**src/rtl/control_panel_pkg.sv**
```systemverilog
// rtl/control_panel_pkg.sv - shared types and constants for the front-panel conditioner
package control_panel_pkg;

    typedef enum logic [1:0] {
        IDLE         = 2'd0,
        PRESS_WAIT   = 2'd1,
        PRESSED      = 2'd2,
        RELEASE_WAIT = 2'd3
    } deb_state_t;

    localparam logic [7:0] FDIV_MIN   = 8'd1;
    localparam logic [7:0] FDIV_MAX   = 8'd255;
    localparam int         SYNC_DEPTH = 2;

endpackage

```
**src/rtl/key_debounce.sv**
```systemverilog
// rtl/key_debounce.sv - synchronizer, debounce FSM and stability counter for one push-button
module key_debounce
    import control_panel_pkg::*;
#(
    parameter int DEBOUNCE_CYCLES = 500000
) (
    input  logic clk,
    input  logic rst_n,
    input  logic key_n,
    output logic key
);

    localparam int CW = (DEBOUNCE_CYCLES > 2) ? $clog2(DEBOUNCE_CYCLES) : 1;
    // The entry sample into a wait state is stable sample number one, so
    // acceptance happens when the counter would step onto DEBOUNCE_CYCLES-1.
    localparam logic [CW-1:0] CNT_LAST = CW'(DEBOUNCE_CYCLES - 2);

    logic [SYNC_DEPTH-1:0] sync;
    logic                  sample;
    deb_state_t            state, state_next;
    logic [CW-1:0]         cnt, cnt_next;

    assign sample = sync[SYNC_DEPTH-1];

    // Synchronizer, state and counter registers
    always_ff @(posedge clk or negedge rst_n) begin
        if (!rst_n) begin
            sync  <= '0;
            state <= IDLE;
            cnt   <= '0;
        end else begin
            sync  <= {sync[SYNC_DEPTH-2:0], ~key_n};
            state <= state_next;
            cnt   <= cnt_next;
        end
    end

    // Next-state and counter update; any bounce falls back to the stable state
    always_comb begin
        state_next = state;
        cnt_next   = cnt;
        case (state)
            IDLE: begin
                if (sample) begin
                    state_next = PRESS_WAIT;
                    cnt_next   = '0;
                end
            end
            PRESS_WAIT: begin
                if (!sample)
                    state_next = IDLE;
                else if (cnt == CNT_LAST)
                    state_next = PRESSED;
                else
                    cnt_next = cnt + CW'(1);
            end
            PRESSED: begin
                if (!sample) begin
                    state_next = RELEASE_WAIT;
                    cnt_next   = '0;
                end
            end
            RELEASE_WAIT: begin
                if (sample)
                    state_next = PRESSED;
                else if (cnt == CNT_LAST)
                    state_next = IDLE;
                else
                    cnt_next = cnt + CW'(1);
            end
            default: state_next = IDLE;
        endcase
    end

    // Key level is high while the press is accepted, including release qualification
    always_comb begin
        key = (state == PRESSED) || (state == RELEASE_WAIT);
    end

endmodule

```
**src/rtl/control_panel.sv**
```systemverilog
// rtl/control_panel.sv - key debounce, clock divisor, timer, breakpoint pulse; CONTROL_PANEL_CYCLE_COUNTER_EN adds the CPU cycle counter
module control_panel
    import control_panel_pkg::*;
#(
    parameter int         DEBOUNCE_CYCLES = 500000,
    parameter logic [7:0] FDIV_RESET      = 8'd1,
    parameter int         BREAK_PULSE     = 4
) (
    input  logic        iCLK_50,
    input  logic        iRST,
    input  logic [3:0]  iKEY,
    input  logic        iDivDown,
    input  logic        iTimerSw,
    input  logic [63:0] iPC,
    input  logic [63:0] iBreakAddr,
    input  logic        iBreakEn,
    input  logic        iCPU_CLK,
    output logic [3:0]  oKEY,
    output logic [7:0]  oFdiv,
    output logic        oTimer,
    output logic        oBreak,
    output logic [31:0] oCycles
);

    localparam int BW = (BREAK_PULSE > 1) ? $clog2(BREAK_PULSE) : 1;

    genvar gi;
    generate
        for (gi = 0; gi < 4; gi++) begin : g_key
            key_debounce #(
                .DEBOUNCE_CYCLES(DEBOUNCE_CYCLES)
            ) u_key (
                .clk  (iCLK_50),
                .rst_n(iRST),
                .key_n(iKEY[gi]),
                .key  (oKEY[gi])
            );
        end
    endgenerate

    logic                  key0_q;
    logic [7:0]            fdiv;
    logic [SYNC_DEPTH-1:0] timer_sync;
    logic                  match_q;
    logic                  match_prev;
    logic                  brk;
    logic [BW-1:0]         brk_cnt;

    // Divisor steps once per accepted KEY0 press, saturating at both ends
    always_ff @(posedge iCLK_50 or negedge iRST) begin
        if (!iRST) begin
            key0_q <= 1'b0;
            fdiv   <= FDIV_RESET;
        end else begin
            key0_q <= oKEY[0];
            if (oKEY[0] && !key0_q) begin
                if (iDivDown) begin
                    if (fdiv > FDIV_MIN)
                        fdiv <= fdiv - 8'd1;
                end else if (fdiv < FDIV_MAX) begin
                    fdiv <= fdiv + 8'd1;
                end
            end
        end
    end

    // Timer switch synchronizer drives the timer enable directly
    always_ff @(posedge iCLK_50 or negedge iRST) begin
        if (!iRST)
            timer_sync <= '0;
        else
            timer_sync <= {timer_sync[SYNC_DEPTH-2:0], iTimerSw};
    end

    // Registered breakpoint compare; a rising match launches a fixed-width pulse
    always_ff @(posedge iCLK_50 or negedge iRST) begin
        if (!iRST) begin
            match_q    <= 1'b0;
            match_prev <= 1'b0;
            brk        <= 1'b0;
            brk_cnt    <= '0;
        end else begin
            match_q    <= iBreakEn && (iPC == iBreakAddr);
            match_prev <= match_q;
            if (match_q && !match_prev) begin
                brk     <= 1'b1;
                brk_cnt <= BW'(BREAK_PULSE - 1);
            end else if (brk) begin
                if (brk_cnt == '0)
                    brk <= 1'b0;
                else
                    brk_cnt <= brk_cnt - BW'(1);
            end
        end
    end

    assign oFdiv  = fdiv;
    assign oTimer = timer_sync[SYNC_DEPTH-1];
    assign oBreak = brk;

`ifdef CONTROL_PANEL_CYCLE_COUNTER_EN
    logic [SYNC_DEPTH-1:0] cpu_sync;
    logic                  cpu_q;
    logic [31:0]           cycles;

    // Count synchronized CPU clock rising edges; KEY3+KEY2 together clear the count
    always_ff @(posedge iCLK_50 or negedge iRST) begin
        if (!iRST) begin
            cpu_sync <= '0;
            cpu_q    <= 1'b0;
            cycles   <= '0;
        end else begin
            cpu_sync <= {cpu_sync[SYNC_DEPTH-2:0], iCPU_CLK};
            cpu_q    <= cpu_sync[SYNC_DEPTH-1];
            if (oKEY[3] && oKEY[2])
                cycles <= '0;
            else if (cpu_sync[SYNC_DEPTH-1] && !cpu_q)
                cycles <= cycles + 32'd1;
        end
    end

    assign oCycles = cycles;
`else
    logic unused_cpu_clk;
    assign unused_cpu_clk = iCPU_CLK;
    assign oCycles        = '0;
`endif

endmodule
```
**config.mk**
```make
export PLATFORM = sky130hd
export DESIGN_NAME = control_panel
export DESIGN_NICKNAME = d
export VERILOG_FILES = /design/src/rtl/control_panel_pkg.sv /design/src/rtl/key_debounce.sv /design/src/rtl/control_panel.sv
export SDC_FILE = /design/constraint.sdc
export NUM_CORES = 1
export LEC_CHECK = 0
export BUFFER_PORTS_ARGS = -buffer_cell sky130_fd_sc_hd__buf_2
export CAP_MARGIN = 20
export CORE_ASPECT_RATIO = 1.1
export CORE_MARGIN = 4
export CORE_UTILIZATION = 53
export CTS_CLUSTER_DIAMETER = 40
export CTS_CLUSTER_SIZE = 14
export DETAILED_ROUTE_END_ITERATION = 8
export GPL_ROUTABILITY_DRIVEN = 1
export PLACE_DENSITY = 0.81
export SLEW_MARGIN = 0
export SYNTH_ARGS = -nofsm -noshare
export SYNTH_HDL_FRONTEND = slang
export SYNTH_SLANG_ARGS = --single-unit
```
**constraint.sdc**
```tcl
create_clock -name iCLK_50 -period 2.5 [get_ports iCLK_50]
set_clock_uncertainty 0.1 [all_clocks]
set_input_delay 0.375 -clock iCLK_50 [delete_from_list [all_inputs] [get_ports iCLK_50]]
set_output_delay 0.375 -clock iCLK_50 [all_outputs]
set_load 0.005 [all_outputs]
```
; Word-level counts from Yosys, hierarchy flattened
; Index checks and enable logic that the tools add are counted.
[op_classes]
add_sub_neg = 7
order_cmp = 2
eq_ne = 43
mux = 61
bitwise = 4
n_reduce_logical = 26
[ops]
columns = cell, n
row1 = 2-to-1 mux 19 bit, 20
row2 = case mux 19 bit (4 select lines), 4
row3 = "adder 19 x 1 -> 19 bit, second input constant", 4
row4 = "== test 19 bit, second input constant", 4
row5 = == test 64 bit, 1
row6 = 2-to-1 mux 2 bit, 27
row7 = case mux 2 bit (4 select lines), 4
row8 = AND reduction 4 bit, 8
row9 = 2-to-1 mux 8 bit, 3
row10 = "!= test 2 x 1 -> 1 bit, second input constant", 9
row11 = "!= test 2 bit, second input constant", 9
row12 = "== test 2 bit, second input constant", 8
row13 = "!= test 3 x 1 -> 1 bit, second input constant", 4
row14 = "!= test 3 bit, second input constant", 4
row15 = logical NOT 2 bit, 5
row16 = "adder 8 x 1 -> 8 bit, second input constant", 1
row17 = "== test 2 x 1 -> 1 bit, second input constant", 4
row18 = "> comparator 8 x 1 -> 1 bit, second input constant", 1
row19 = "< comparator 8 bit, second input constant", 1
row20 = "subtractor 8 x 1 -> 8 bit, second input constant", 1
row21 = logical OR 1 bit, 4
row22 = inverter 1 bit, 4
row23 = nonzero test 2 bit, 2
row24 = logical AND 1 bit, 3
row25 = other kinds (5), 8
[word_totals]
regBits = 108
in_bits = 138
output_inout_bits = 46
elab_cells = 162

; Depth between registers and ports, before layout
[logic_depth]
ltp_word = 4
mapped_depth = 8
ltp_nobuf = 8

; Modules after synthesis
; From an unflattened synthesis, not the netlist that was laid out.
[hier_totals]
hier_cells = 770
area_unflattened_um2 = 6957.9
[by_module_without_submodules]
columns = module, instances, cells_per_inst, area_each_um2, seq_area_each_um2
row1 = key_debounce (g_key[0].u_key ...), 3, 146, 1290.0, 575.6
row2 = control_panel, 1, 194, 1766.7, 401.6
row3 = key_debounce (g_key[3].u_key), 1, 138, 1321.3, 575.6

; Least setup slack after synthesis
; No wires, ideal clock.
[synth_timing]
kind = in2reg
startpoint = in iDivDown
endpoint = reg fdiv[2], in the netlist oFdiv[2]
setup_ns = 0.129
arrival_time_ns = 1.905
t_required_ns = 2.271
slack_ns = 0.366
stages = 6
path_buffers = 1
cell_sequence = buf_2 or4b_1 or4_1 o2111ai_2 nor2_1 xor2_1
[synth_via]
elab_chain_cells = 2
elab_cells_between_ends = 4
classes_between = eq/ne: 1 / mux: 1 / reduce/logical: 2
[synth_rtl]
columns = element, line_no
row1 = "start, declared", control_panel.sv:12  ; input logic iDivDown,
row2 = != test 2 x 1 -> 1 bit (no line) / nonzero test 2 bit (equally long branches), n/a
row3 = AND reduction 3 bit (no line), n/a
row4 = "end signal, assigned", control_panel.sv:59  ; fdiv <= fdiv - 8'd1;
row5 = "end signal, assigned", control_panel.sv:61  ; fdiv <= fdiv + 8'd1;
row6 = "end, declared", control_panel.sv:42  ; logic [7:0] fdiv;
; Parallel ways exist; a longest one is shown, timed or not.
; A chain may end at the register's enable or synchronous reset.

; Worst setup path in the final report
[layout_timing]
startpoint = reg fdiv[4], in the netlist oFdiv[4]
endpoint = reg fdiv[2], in the netlist oFdiv[2]
[layout_via]
elab_chain_cells = 3
elab_cells_between_ends = 5
classes_between = order compare: 2 / eq/ne: 1 / reduce/logical: 2
[layout_rtl]
columns = element, line_no
row1 = > comparator 8 x 1 -> 1 bit / < comparator 8 bit (equally long branches), "control_panel.sv:58, control_panel.sv:60"
row2 = != test 2 x 1 -> 1 bit (no line) / nonzero test 2 bit (equally long branches), n/a
row3 = AND reduction 3 bit (no line) *, n/a
; Every way passes the cells marked *; elsewhere a longest branch is shown, timed or not.

==> flow_summary.rst <==
.. list-table::
   :header-rows: 1

   * - Metric
     - Value
   * - Outcome
     - finished clean
   * - Largest net degree at the start of global routing
     - 74
   * - Startpoint of the worst register-to-register path
     - oFdiv[4]
   * - Critical Path Source Type
     - flip-flop
   * - Maximum clock rate
     - 442 MHz
   * - Power density cells
     - 461 nW/µm²
   * - RSZ-0062 raised after global routing
     - false
   * - Routed WL per cell
     - 16.1 µm
   * - Multi-input combinational cell area
     - 3540 µm²
   * - Skew-Pair Late Insertion Delay
     - 350 ps
   * - Worst relative slew slack
     - 49.0%
   * - Share of the cycle needed by the critical path after routing
     - 90.4%
   * - Leakage dissipation
     - 3.60 nW
   * - Transition time at the pin with the least slew margin
     - 758 ps
   * - Final Core Density
     - 64.2%
   * - Post-route ant nets
     - 0
   * - Master of the slowest instance on the critical path
     - sky130_fd_sc_hd__or4b_1
   * - Worst endpoint required time
     - 2640 ps
   * - H-tree levels
     - 3
   * - Port buffer count
     - 150
   * - Cell variety after synth
     - 68
   * - Layout area overhead
     - 17.1%
   * - Beginning of the worst hold path
     - iTimerSw
   * - Register bit total from synthesis
     - 108
   * - Worst setup path class
     - reg -> reg
   * - Total negative setup slack
     - 0 ps
   * - Max Root-Sink Buffers
     - 2
   * - Layout net count
     - 1038
   * - Number of primary I/O pins
     - 184
   * - Met3 track demand over resource
     - 5.07%
   * - Synth top area cells
     - sky130_fd_sc_hd__dfrtp_1 (40%), sky130_fd_sc_hd__xor2_1 (5.5%), sky130_fd_sc_hd__xnor2_1 (4.9%), sky130_fd_sc_hd__buf_4 (4.3%), sky130_fd_sc_hd__o21ai_0 (3.7%)
   * - Starting DRT DRC Count
     - 481
   * - Async S/R FF share, synth
     - 100%
   * - Cell breakdown of the critical path
     - or4b_1, or4_1, o2111ai_2, nor2_1, xor2_1
   * - Primary FF master, synth
     - sky130_fd_sc_hd__dfrtp_1
   * - R2R setup slack
     - 240 ps
   * - Die Span X
     - 115 µm
   * - Root buf cell
     - sky130_fd_sc_hd__clkbuf_16
   * - Met2 usage
     - 41.5%
   * - YS warnings
     - 0
   * - Critical-path maximum fanout
     - 9
   * - Worst Hold Path EP
     - timer_sync[0]
   * - Global-route layer with the greatest usage
     - met2
   * - Average via count per standard cell
     - 5.59
   * - Clock Pin Slew Worst Setup and Hold Paths
     - 70 ps
   * - Post-synthesis instance total
     - 736
   * - Final setup violation count
     - 0
   * - Fraction of final layout cells sized beyond drive strength 1
     - 22.8%
   * - Wire length of the first global-routing pass
     - 27.4 mm
   * - Sequential Area
     - 2700 µm²
   * - Depth of the worst register-to-register path
     - 5
   * - Num rows
     - 42
   * - Setup fix buffers added after clock tree synthesis
     - 0
   * - Cell with the most instances after synthesis
     - sky130_fd_sc_hd__dfrtp_1
   * - Synthesized area divided by synthesized cell count
     - 9.04 µm²
   * - Netlist Area Pre-Place
     - 6650 µm²
   * - Yosys top cell by area
     - sky130_fd_sc_hd__dfrtp_1
   * - DRC violations left
     - 0
   * - Clk sink count
     - 108
   * - Worst Hold Class
     - in -> reg
   * - Total routing resource utilization after global routing
     - 23.8%
   * - Final Wtd Congestion
     - 0.917
   * - Initial core utilization
     - 54.8%
   * - Vias post-DR
     - 5883
   * - TritonCTS clock tree
     - yes
   * - Core Area
     - 12100 µm²
   * - CP Buf/Inv Count
     - 0
   * - Critical path's top delay family
     - simple AND/OR/NAND/NOR gates
   * - Fill cell count
     - 1047
   * - Critical path startpoint
     - oFdiv[4]
   * - Die boundary height
     - 125 µm
   * - Hold depth
     - 1
   * - Max Slew Vio Count
     - 0
   * - TritonRoute pass-1 iters
     - 4
   * - R2r endpoint
     - oFdiv[2]
   * - Fraction of the yosys area taken by sequential cells
     - 40.7%
   * - Remaining global-route overflow
     - 0
   * - Number of buffers created by CTS
     - 9
   * - Type of destination of the critical path
     - flip-flop
   * - Shortest clock period the worst path allows after layout
     - 2260 ps
   * - List of most frequent post-synthesis cells
     - sky130_fd_sc_hd__dfrtp_1 (107), sky130_fd_sc_hd__nand2_1 (60), sky130_fd_sc_hd__nor2_1 (50)
   * - Post-Place Cells
     - 1030
   * - Data arrival, critical path
     - 2400 ps
   * - Area of the die
     - 14400 µm²
   * - Non-Filler Instances
     - 1053
   * - Max-cap violation count
     - 0
   * - Final number of hold-violating endpoints
     - 0
   * - Vias in the first global route
     - 5746
   * - Worst stage delay on the critical path
     - 600 ps
   * - Worst IR Drop VDD
     - 0.000392 V
   * - Post-Route WL
     - 17.0 mm
   * - Initial antenna violation count
     - 5
   * - Post-synth top area share
     - 40.3%
   * - Number of flops mapped to enable cells by yosys
     - 0
   * - Met1 Resource Use GR
     - 27.3%
   * - Post-detailed-placement half-perimeter wirelength
     - 13.5 mm
[area by class of cell]
| type | count | share of cell area, % |
|---|---|---|
| Multi-Input combinational cell | 557 | 45.4 |
| Sequential cell | 108 | 34.7 |
| Timing Repair Buffer | 168 | 11.6 |
| Clock buffer | 12 | 3.16 |
| Tap cell | 154 | 2.47 |
| Inverter | 44 | 2.12 |
| Clock inverter | 4 | 0.321 |
| Antenna cell | 6 | 0.193 |
[cell families after synthesis]
kind of cell / count (synthesis) / synth area share, %
XOR/XNOR: 79 / 10.4
multiplexers: 15 / 2.33
AO/OA/AOI/OAI: 144 / 14.0
flip-flops: 108 / 40.7
buffers and inverters: 102 / 8.09
other: 1 / 0.0564
AND/OR/NAND/NOR: 275 / 22.2
adder cells (fa/ha/maj): 12 / 2.26
[state kept, by name (all words and copies together), names as in the netlist, named ones only]
name,flops
g_key.u_key.state,4
brk_cnt,2
key0_q,1
g_key.u_key.sync,8
g_key.u_key.cnt,76
timer_sync,2
match_prev,1
oFdiv,8
match_q,1
oBreak,1
[layout by cell type (no fill, tap or decap), types with 21 or more instances in the layout]
| master | netlist | layout |
|---|---|---|
| sky130_fd_sc_hd__buf_2 | 3 | 149 |
| sky130_fd_sc_hd__dfrtp_1 | 107 | 107 |
| sky130_fd_sc_hd__nand2_1 | 60 | 60 |
| sky130_fd_sc_hd__nor2_1 | 50 | 50 |
| sky130_fd_sc_hd__o21ai_0 | 49 | 49 |
| sky130_fd_sc_hd__inv_1 | 43 | 43 |
| sky130_fd_sc_hd__xor2_1 | 42 | 42 |
| sky130_fd_sc_hd__xnor2_1 | 37 | 36 |
| sky130_fd_sc_hd__nand3_1 | 36 | 36 |
| sky130_fd_sc_hd__conb_1 | 1 | 32 |
| sky130_fd_sc_hd__nand4_1 | 25 | 25 |
| sky130_fd_sc_hd__a21oi_1 | 21 | 21 |
[power by group]
part | internal (mW) | total [mW] | switching, mW
Sequential | 1.78 | 1.83 | 0.0479
Clock | 0.700 | 1.32 | 0.623
Combinational | 0.200 | 0.438 | 0.238
Total | 2.69 | 3.59 | 0.910
[worst max-delay path by stage]
| stage | to | slack, ps | depth (start not counted) |
|---|---|---|---|
| floorplan | oFdiv[2] | 370 | 6 |
| global placement | oFdiv[4] | 230 | 6 |
| detailed placement | oFdiv[2] | 170 | 6 |
| CTS | g_key[0].u_key.cnt[2] | 180 | 6 |
| global route | g_key[1].u_key.cnt[18] | 40 | 6 |
| finish | oFdiv[2] | 240 | 5 |
[timing repair]
action	CTS	global route
setup endpoints to repair	0	1
hold buffers	1	0
gates resized for setup	0	1
endpoints found under the hold margin	107	0
[metal layers]
metal | part of all wire, % | routed length [µm] | up-vias
met1 | 38 | 6520 | 2779
li1 | - | - | 2879
met4 | 4.2 | 711 | 0
met2 | 52 | 8890 | 192
met5 | 0 | 0 | -
met3 | 5.2 | 886 | 33
[per-stage QoR]
stage	setup slack (ps)	hold WS, ps	area, µm²	power (mW)
after global placement	234	233	7490	2.29
final	240	31.0	7790	3.59
after CTS	176	25.1	7770	3.62
after floorplan	366	-20.6	6770	2.10
after global routing	35.9	22.1	7790	3.75
after detailed placement	173	247	7490	2.30
[worst register-to-register path, cell delays in order (launching register included)]
cell	delay, ps
sky130_fd_sc_hd__dfrtp_1	440
sky130_fd_sc_hd__or4b_1	600
sky130_fd_sc_hd__or4_1	520
sky130_fd_sc_hd__o2111ai_2	220
sky130_fd_sc_hd__nor2_1	120
sky130_fd_sc_hd__xor2_1	160
(Power assumes the default switching activity.)
